File: src/rtl/network_source_deser_pkg.sv
// Shared configuration for the source deserializer: network shape, stream flag
// positions and the derived packet layout.
package network_config;
    localparam int NUM_INP      = 2;
    localparam int CHARGE_WIDTH = 8;
endpackage

package stream_config;
    localparam int NUM_FLG = 2;
    localparam int FIN     = 0;
    localparam int CLR     = 1;
endpackage

package source_config;
    import network_config::*;
    import stream_config::*;

    localparam int PFX_WIDTH = NUM_FLG;
    localparam int SPK_WIDTH = NUM_INP * CHARGE_WIDTH;
    localparam int PKT_WIDTH = PFX_WIDTH + SPK_WIDTH;

    typedef logic [PKT_WIDTH-1:0] pkt_t;

    // Number of source beats needed to carry one packet, rounded up.
    function automatic int beat_count(input int src_width);
        return (PKT_WIDTH + src_width - 1) / src_width;
    endfunction
endpackage

File: src/rtl/network_source_deser_fifo.sv
// Synchronous packet FIFO with a combinational head read and occupancy count.
module packet_fifo #(
    parameter int WIDTH = 18,
    parameter int DEPTH = 4
) (
    input  logic                           clk,
    input  logic                           arstn,
    input  logic                           push,
    input  logic [WIDTH-1:0]               push_data,
    input  logic                           pop,
    output logic [WIDTH-1:0]               pop_data,
    output logic                           full,
    output logic                           empty,
    output logic [$clog2(DEPTH+1)-1:0]     fill
);
    localparam int PTR_WIDTH  = $clog2(DEPTH);
    localparam int FILL_WIDTH = $clog2(DEPTH + 1);

    logic [WIDTH-1:0]      mem [DEPTH];
    logic [PTR_WIDTH-1:0]  wr_ptr_reg;
    logic [PTR_WIDTH-1:0]  rd_ptr_reg;
    logic [FILL_WIDTH-1:0] fill_reg;
    logic                  do_push;
    logic                  do_pop;

    assign full     = (fill_reg == FILL_WIDTH'(DEPTH));
    assign empty    = (fill_reg == '0);
    assign do_push  = push && !full;
    assign do_pop   = pop && !empty;
    assign pop_data = mem[rd_ptr_reg];
    assign fill     = fill_reg;

    always_ff @(posedge clk) begin
        if (do_push) begin
            mem[wr_ptr_reg] <= push_data;
        end
    end

    // Pointers wrap naturally because DEPTH is a power of two.
    always_ff @(posedge clk or negedge arstn) begin
        if (!arstn) begin
            wr_ptr_reg <= '0;
            rd_ptr_reg <= '0;
            fill_reg   <= '0;
        end else begin
            if (do_push) wr_ptr_reg <= wr_ptr_reg + 1'b1;
            if (do_pop)  rd_ptr_reg <= rd_ptr_reg + 1'b1;
            case ({do_push, do_pop})
                2'b10:   fill_reg <= fill_reg + 1'b1;
                2'b01:   fill_reg <= fill_reg - 1'b1;
                default: fill_reg <= fill_reg;
            endcase
        end
    end
endmodule

File: src/rtl/network_source_deser.sv
// Deserializes narrow source beats into packets, buffers them and presents them to
// the network. Optional macro NET_HALF_CLK_RST_EN selects a half-cycle network reset pulse.
module network_source_deser
    import network_config::*;
    import stream_config::*;
    import source_config::*;
#(
    parameter int SRC_WIDTH  = 8,
    parameter int FIFO_DEPTH = 4
) (
    input  logic                                clk,
    input  logic                                arstn,
    input  logic                                src_valid,
    output logic                                src_ready,
    input  logic [SRC_WIDTH-1:0]                src,
    input  logic                                net_ready,
    output logic                                net_valid,
    output logic                                net_last,
    output logic                                net_arstn,
    output logic signed [CHARGE_WIDTH-1:0]      inp [NUM_INP],
    output logic [$clog2(FIFO_DEPTH+1)-1:0]     fill
);
    localparam int BEATS     = beat_count(SRC_WIDTH);
    localparam int ASM_WIDTH = BEATS * SRC_WIDTH;
    localparam int HIST_W    = (BEATS > 1) ? (BEATS - 1) * SRC_WIDTH : 1;
    localparam int CNT_WIDTH = (BEATS > 1) ? $clog2(BEATS) : 1;
    localparam logic [CNT_WIDTH-1:0] LAST_BEAT = CNT_WIDTH'(BEATS - 1);

    logic [CNT_WIDTH-1:0] beat_cnt_reg, beat_cnt_next;
    logic [HIST_W-1:0]    asm_reg, asm_next;
    logic [ASM_WIDTH-1:0] beat_word;
    pkt_t                 push_pkt, head_pkt;
    logic                 final_beat, beat_fire, push, pop, full, empty;
    logic                 head_ok, rst_p;

    assign final_beat = (beat_cnt_reg == LAST_BEAT);
    assign src_ready  = !final_beat || !full;
    assign beat_fire  = src_valid && src_ready;
    assign push       = beat_fire && final_beat;
    assign push_pkt   = beat_word[ASM_WIDTH-1 -: PKT_WIDTH];

    // Earlier beats sit above the current one; the first beat ends up most significant.
    generate
        if (BEATS > 1) begin : g_multi
            assign beat_word = {asm_reg, src};
        end else begin : g_single
            logic unused_asm;
            assign beat_word  = src;
            assign unused_asm = ^asm_reg;
        end
        if (ASM_WIDTH > PKT_WIDTH) begin : g_pad
            logic unused_pad;
            assign unused_pad = ^beat_word[ASM_WIDTH-PKT_WIDTH-1:0];
        end
    endgenerate

    always_comb begin
        beat_cnt_next = beat_cnt_reg;
        asm_next      = asm_reg;
        if (beat_fire) begin
            if (final_beat) begin
                beat_cnt_next = '0;
                asm_next      = '0;
            end else begin
                beat_cnt_next = beat_cnt_reg + 1'b1;
                asm_next      = beat_word[HIST_W-1:0];
            end
        end
    end

    always_ff @(posedge clk or negedge arstn) begin
        if (!arstn) begin
            beat_cnt_reg <= '0;
            asm_reg      <= '0;
        end else begin
            beat_cnt_reg <= beat_cnt_next;
            asm_reg      <= asm_next;
        end
    end

    packet_fifo #(
        .WIDTH (PKT_WIDTH),
        .DEPTH (FIFO_DEPTH)
    ) u_fifo (
        .clk       (clk),
        .arstn     (arstn),
        .push      (push),
        .push_data (push_pkt),
        .pop       (pop),
        .pop_data  (head_pkt),
        .full      (full),
        .empty     (empty),
        .fill      (fill)
    );

    assign rst_p = pop && head_pkt[PKT_WIDTH-PFX_WIDTH+CLR];

`ifdef NET_HALF_CLK_RST_EN
    // Low-phase copy of rst_p lets the pulse cover only the high phase of its cycle.
    logic rst_neg_reg;
    always_ff @(negedge clk or negedge arstn) begin
        if (!arstn) rst_neg_reg <= 1'b0;
        else        rst_neg_reg <= rst_p;
    end
    assign head_ok   = !empty;
    assign net_arstn = arstn && !(rst_p && !rst_neg_reg);
`else
    // Full-cycle pulse; the head is held back while the network is in reset.
    logic rst_pos_reg;
    always_ff @(posedge clk or negedge arstn) begin
        if (!arstn) rst_pos_reg <= 1'b0;
        else        rst_pos_reg <= rst_p;
    end
    assign head_ok   = !empty && !rst_pos_reg;
    assign net_arstn = arstn && !rst_pos_reg;
`endif

    assign net_valid = head_ok;
    assign pop       = head_ok && net_ready;
    assign net_last  = head_ok && head_pkt[PKT_WIDTH-PFX_WIDTH+FIN];

    generate
        for (genvar gi = 0; gi < NUM_INP; gi++) begin : g_inp
            assign inp[gi] = head_ok
                ? signed'(head_pkt[SPK_WIDTH-1-gi*CHARGE_WIDTH -: CHARGE_WIDTH])
                : '0;
        end
    endgenerate
endmodule

File: config.mk
export PLATFORM = sky130hd
export DESIGN_NAME = network_source_deser
export DESIGN_NICKNAME = d
export VERILOG_FILES = /design/src/rtl/network_source_deser_pkg.sv /design/src/rtl/network_source_deser_fifo.sv /design/src/rtl/network_source_deser.sv
export SDC_FILE = /design/constraint.sdc
export NUM_CORES = 1
export LEC_CHECK = 0
export BUFFER_PORTS_ARGS = -buffer_cell sky130_fd_sc_hd__clkbuf_2
export CORE_ASPECT_RATIO = 2
export CORE_UTILIZATION = 45
export CTS_CLUSTER_DIAMETER = 80
export CTS_CLUSTER_SIZE = 30
export DETAILED_ROUTE_END_ITERATION = 10
export PLACE_DENSITY = 0.7
export SLEW_MARGIN = 30
export SYNTH_ARGS = -nofsm -noshare
export SYNTH_HDL_FRONTEND = slang
export SYNTH_SLANG_ARGS = --single-unit
File: constraint.sdc
create_clock -name clk -period 2.2 [get_ports clk]
set_input_delay 0.44 -clock clk [delete_from_list [all_inputs] [get_ports clk]]
set_output_delay 0.44 -clock clk [all_outputs]
set_load 0.03 [all_outputs]
==> summary.md <==
| Metric | Value |
|---|---|
| Synth Area in Compound Gates | `4.380%` |
| EDFF count, synth | `72` |
| Number of synthesized register bits | `98` |
| CTS Buf Count | `9` |
| Max-cap violations | `0` |
| Worst min-delay path class | `in -> async` |
| Dpl cells | `335` |
| WP data arrival | `1.80 ns` |
| Final setup viols | `10` |
| Final Cell Area | `0.004664 sq mm` |
| Part of the cycle the worst path needs | `101.7%` |
| Pwr dens | `1463 mW/mm^2` |
| Initial DRT Pass Iterations | `4` |
| Clk buf depth | `2` |
| Yosys Warn Count | `0` |
| Hold_buf cts | `0` |
| Combinational family with the most area after synthesis | `multiplexers` |
| Non-filler cells, final | `358` |
| Most common cell in the netlist | `edfxtp_1` |
| Pleak | `0.001771 uW` |
| Post-DP HPWL | `4.228 mm` |
| Worst slew margin | `54.43%` |
| H-tree Lvls | `3` |
| Crit path time final | `2.238 ns` |
| Layout area overhead | `20.96%` |
| Clk_lat worst skew | `0.34 ns` |
| Clock Root Buffer | `clkbuf_16` |
| Layout fillers | `628` |
| Buffers on Ports | `34` |
| Share of cells above drive strength 1 | `40.38%` |
| Clk sinks | `98` |
| Syn Inst Count | `203` |
| Power Total | `6823 uW` |
| Initial DRC Count | `69` |
| Die area | `0.008966 sq mm` |
| Synth area leader | `edfxtp_1` |
| Worst setup margin | `-0.03756 ns` |
| Nets@finish | `273` |
| Synthesized area | `0.003856 sq mm` |
| Dominant synthesized flop cell | `edfxtp_1` |
| Setup CP Type | `reg -> out` |
| Fmax | `446.9 MHz` |
| Routed wire per std cell | `18.68 um` |
| Synth cell types | `27` |
| Routed vias | `1919` |
| Final Util | `56.25%` |
| Die height | `132.9 um` |
| Simple logic cell fraction of the synthesized area | `6.067%` |
| Grt ovf | `0` |
| Synth cell count leaders | `edfxtp_1, dfrtp_1, and2_1, mux4_2, a22o_1` |
| Avg Inst Size Synth | `19.00 sq um` |
| Setup crit start kind | `flop` |
| Die width | `67.46 um` |
| GRT Total Usage | `17.02%` |
| Initial antenna violation count | `0` |
| Top cells by area, synth | `edfxtp_1, dfrtp_1, mux4_2` |
| Clock skew | `0.007818 ns` |
| Failing checks | `negative setup slack` |
| Adder-Cell Fraction of Synth Area | `2.141%` |
| Final count of pins violating max slew | `0` |
| Global-route wire length before repair | `10.45 mm` |
| Hold Vio Cnt, Final | `0` |
| Mux contribution to synthesized area | `11.19%` |
| Syn nets | `221` |
| Final Routed Wirelength | `6.689 mm` |
| Yosys top cell area share | `56.07%` |
| Status | `complete, but fails checks` |
| # DRC | `0` |
| Placement row count | `47` |
| Unrepaired setup endpoints after global routing | `yes` |
| Core Region | `0.008292 sq mm` |
| Worst Setup End Kind | `primary output` |
| Clk slew on worst S/H paths | `0.06 ns` |
| Post-DRT Antenna Nets | `0` |
| Vias per Instance | `5.360` |
| Antenna diode count | `0` |
| Seq/Total Area, Yosys | `72.94%` |
| Max IR drop VDD | `871.3 uV` |
| Io pins | `35` |
| Initial core utilization | `46.51%` |
| Synth async-reset ratio | `26.53%` |
| Synth Area in XOR/XNOR | `1.363%` |
| Post-Route Setup TNS | `-0.1294 ns` |
| Pin count of the biggest net entering global routing | `27` |
| Max FO, Critical Path | `5` |
| Largest register FFs | `72` |
| Tightest Pin Transition | `0.6835 ns` |
| Req. time, crit path | `1.76 ns` |
| Placed Area | `0.004192 sq mm` |
| GPL Wtd Cong | `0.7332` |
| Vias in the first global route | `1956` |
| TritonCTS clock tree | `yes` |
## worst max-delay path: stages (launching register included)
cell,delay [ns]
dfrtp_2,0.45
clkbuf_16,0.19
mux4_2,0.52
and2_4,0.18
buf_6,0.13
## kinds of logic after synthesis
| group | count (synthesis) |
|---|---|
| AO/OA/AOI/OAI | 19 |
| multiplexers | 20 |
| buffers and inverters | 15 |
| adder cells (fa/ha/maj) | 6 |
| XOR/XNOR | 6 |
| flip-flops | 98 |
| AND/OR/NAND/NOR | 39 |
## what timing repair did
item                                   4_1_cts  5_1_grt
gates resized for setup                      4       58
gates cloned                                 0        1
setup endpoints to repair                   17       20
endpoints found under the hold margin        0        0
pin swaps                                    0        2
buffers inserted                             0        6
## power breakdown
group | total, uW | internal (uW) | switching (uW) | leakage [uW]
Combinational | 2720 | 1320 | 1400 | 0.000659
Sequential | 2620 | 2360 | 251 | 0.000975
Clock | 1490 | 877 | 611 | 0.000137
## final cells by class
cell class	count	area, sq um	area share (%)
Multi-Input combinational cell	90	1025	21.97
Clock buffer	11	232.7	4.989
Tap cell	98	122.6	2.629
Clock inverter	5	55.05	1.180
Sequential cell	98	2818	60.41
Inverter	6	22.52	0.4828
Timing Repair Buffer	50	389.1	8.342
## cell usage in the layout, fill, tap and decap left out, types with 2 or more instances in the layout
| master | netlist | layout |
|---|---|---|
| edfxtp_1 | 72 | 72 |
| dfrtp_1 | 26 | 22 |
| mux4_2 | 18 | 18 |
| clkbuf_2 | 0 | 17 |
| a22o_1 | 16 | 16 |
| and2_1 | 23 | 14 |
| buf_4 | 1 | 13 |
| clkbuf_16 | 0 | 10 |
| and2_4 | 0 | 9 |
| buf_6 | 1 | 9 |
| buf_2 | 5 | 8 |
| inv_1 | 6 | 4 |
| nand2b_1 | 4 | 4 |
| xor2_1 | 4 | 4 |
| ha_1 | 5 | 4 |
| dfrtp_2 | 0 | 4 |
| nor2_1 | 4 | 3 |
| nor2b_1 | 2 | 2 |
| inv_2 | 0 | 2 |
| nand2_1 | 2 | 2 |
| xnor2_1 | 2 | 2 |
| clkbuf_1 | 2 | 2 |
| buf_12 | 0 | 2 |
## through the flow
stage          hold slack, ns  worst slack [ns]
5_1_grt                0.1632          -0.08398
2_1_floorplan          0.1444          -0.03162
3_3_place_gp           0.4944           0.04076
4_1_cts                0.1296          -0.07188
6_report               0.1256          -0.03756
3_5_place_dp           0.4919           0.03491
## final timing paths
kind / depth (start not counted) / slack [ns] / startpoint / end
max in group asynchronous: 2 / 1.79 / arstn / u_fifo.fill[1]$_DFFE_PN0P_
max reg2reg: 9 / 0.10 / u_fifo.fill[1]$_DFFE_PN0P_ / u_fifo.fill[2]$_DFFE_PN0P_
max: 4 / -0.04 / u_fifo.rd_ptr_reg[0]$_DFFE_PN0P_ / inp[2]
min in group clk: 2 / 0.34 / src[5] / asm_reg[5]$_DFFE_PN0P_
min reg2reg: 1 / 0.51 / u_fifo.fill[2]$_DFFE_PN0P_ / u_fifo.fill[2]$_DFFE_PN0P_
min: 2 / 0.13 / arstn / asm_reg[7]$_DFFE_PN0P_
## routing by layer
| layer | wire [um] | GRT usage, % |
|---|---|---|
| met4 | 114 | 6.974 |
| met5 | 0 | 0 |
| met3 | 228 | 4.569 |
| met1 | 2583 | 19.44 |
| met2 | 3763 | 29.06 |
No activity file was read; power rests on OpenSTA's default activity.
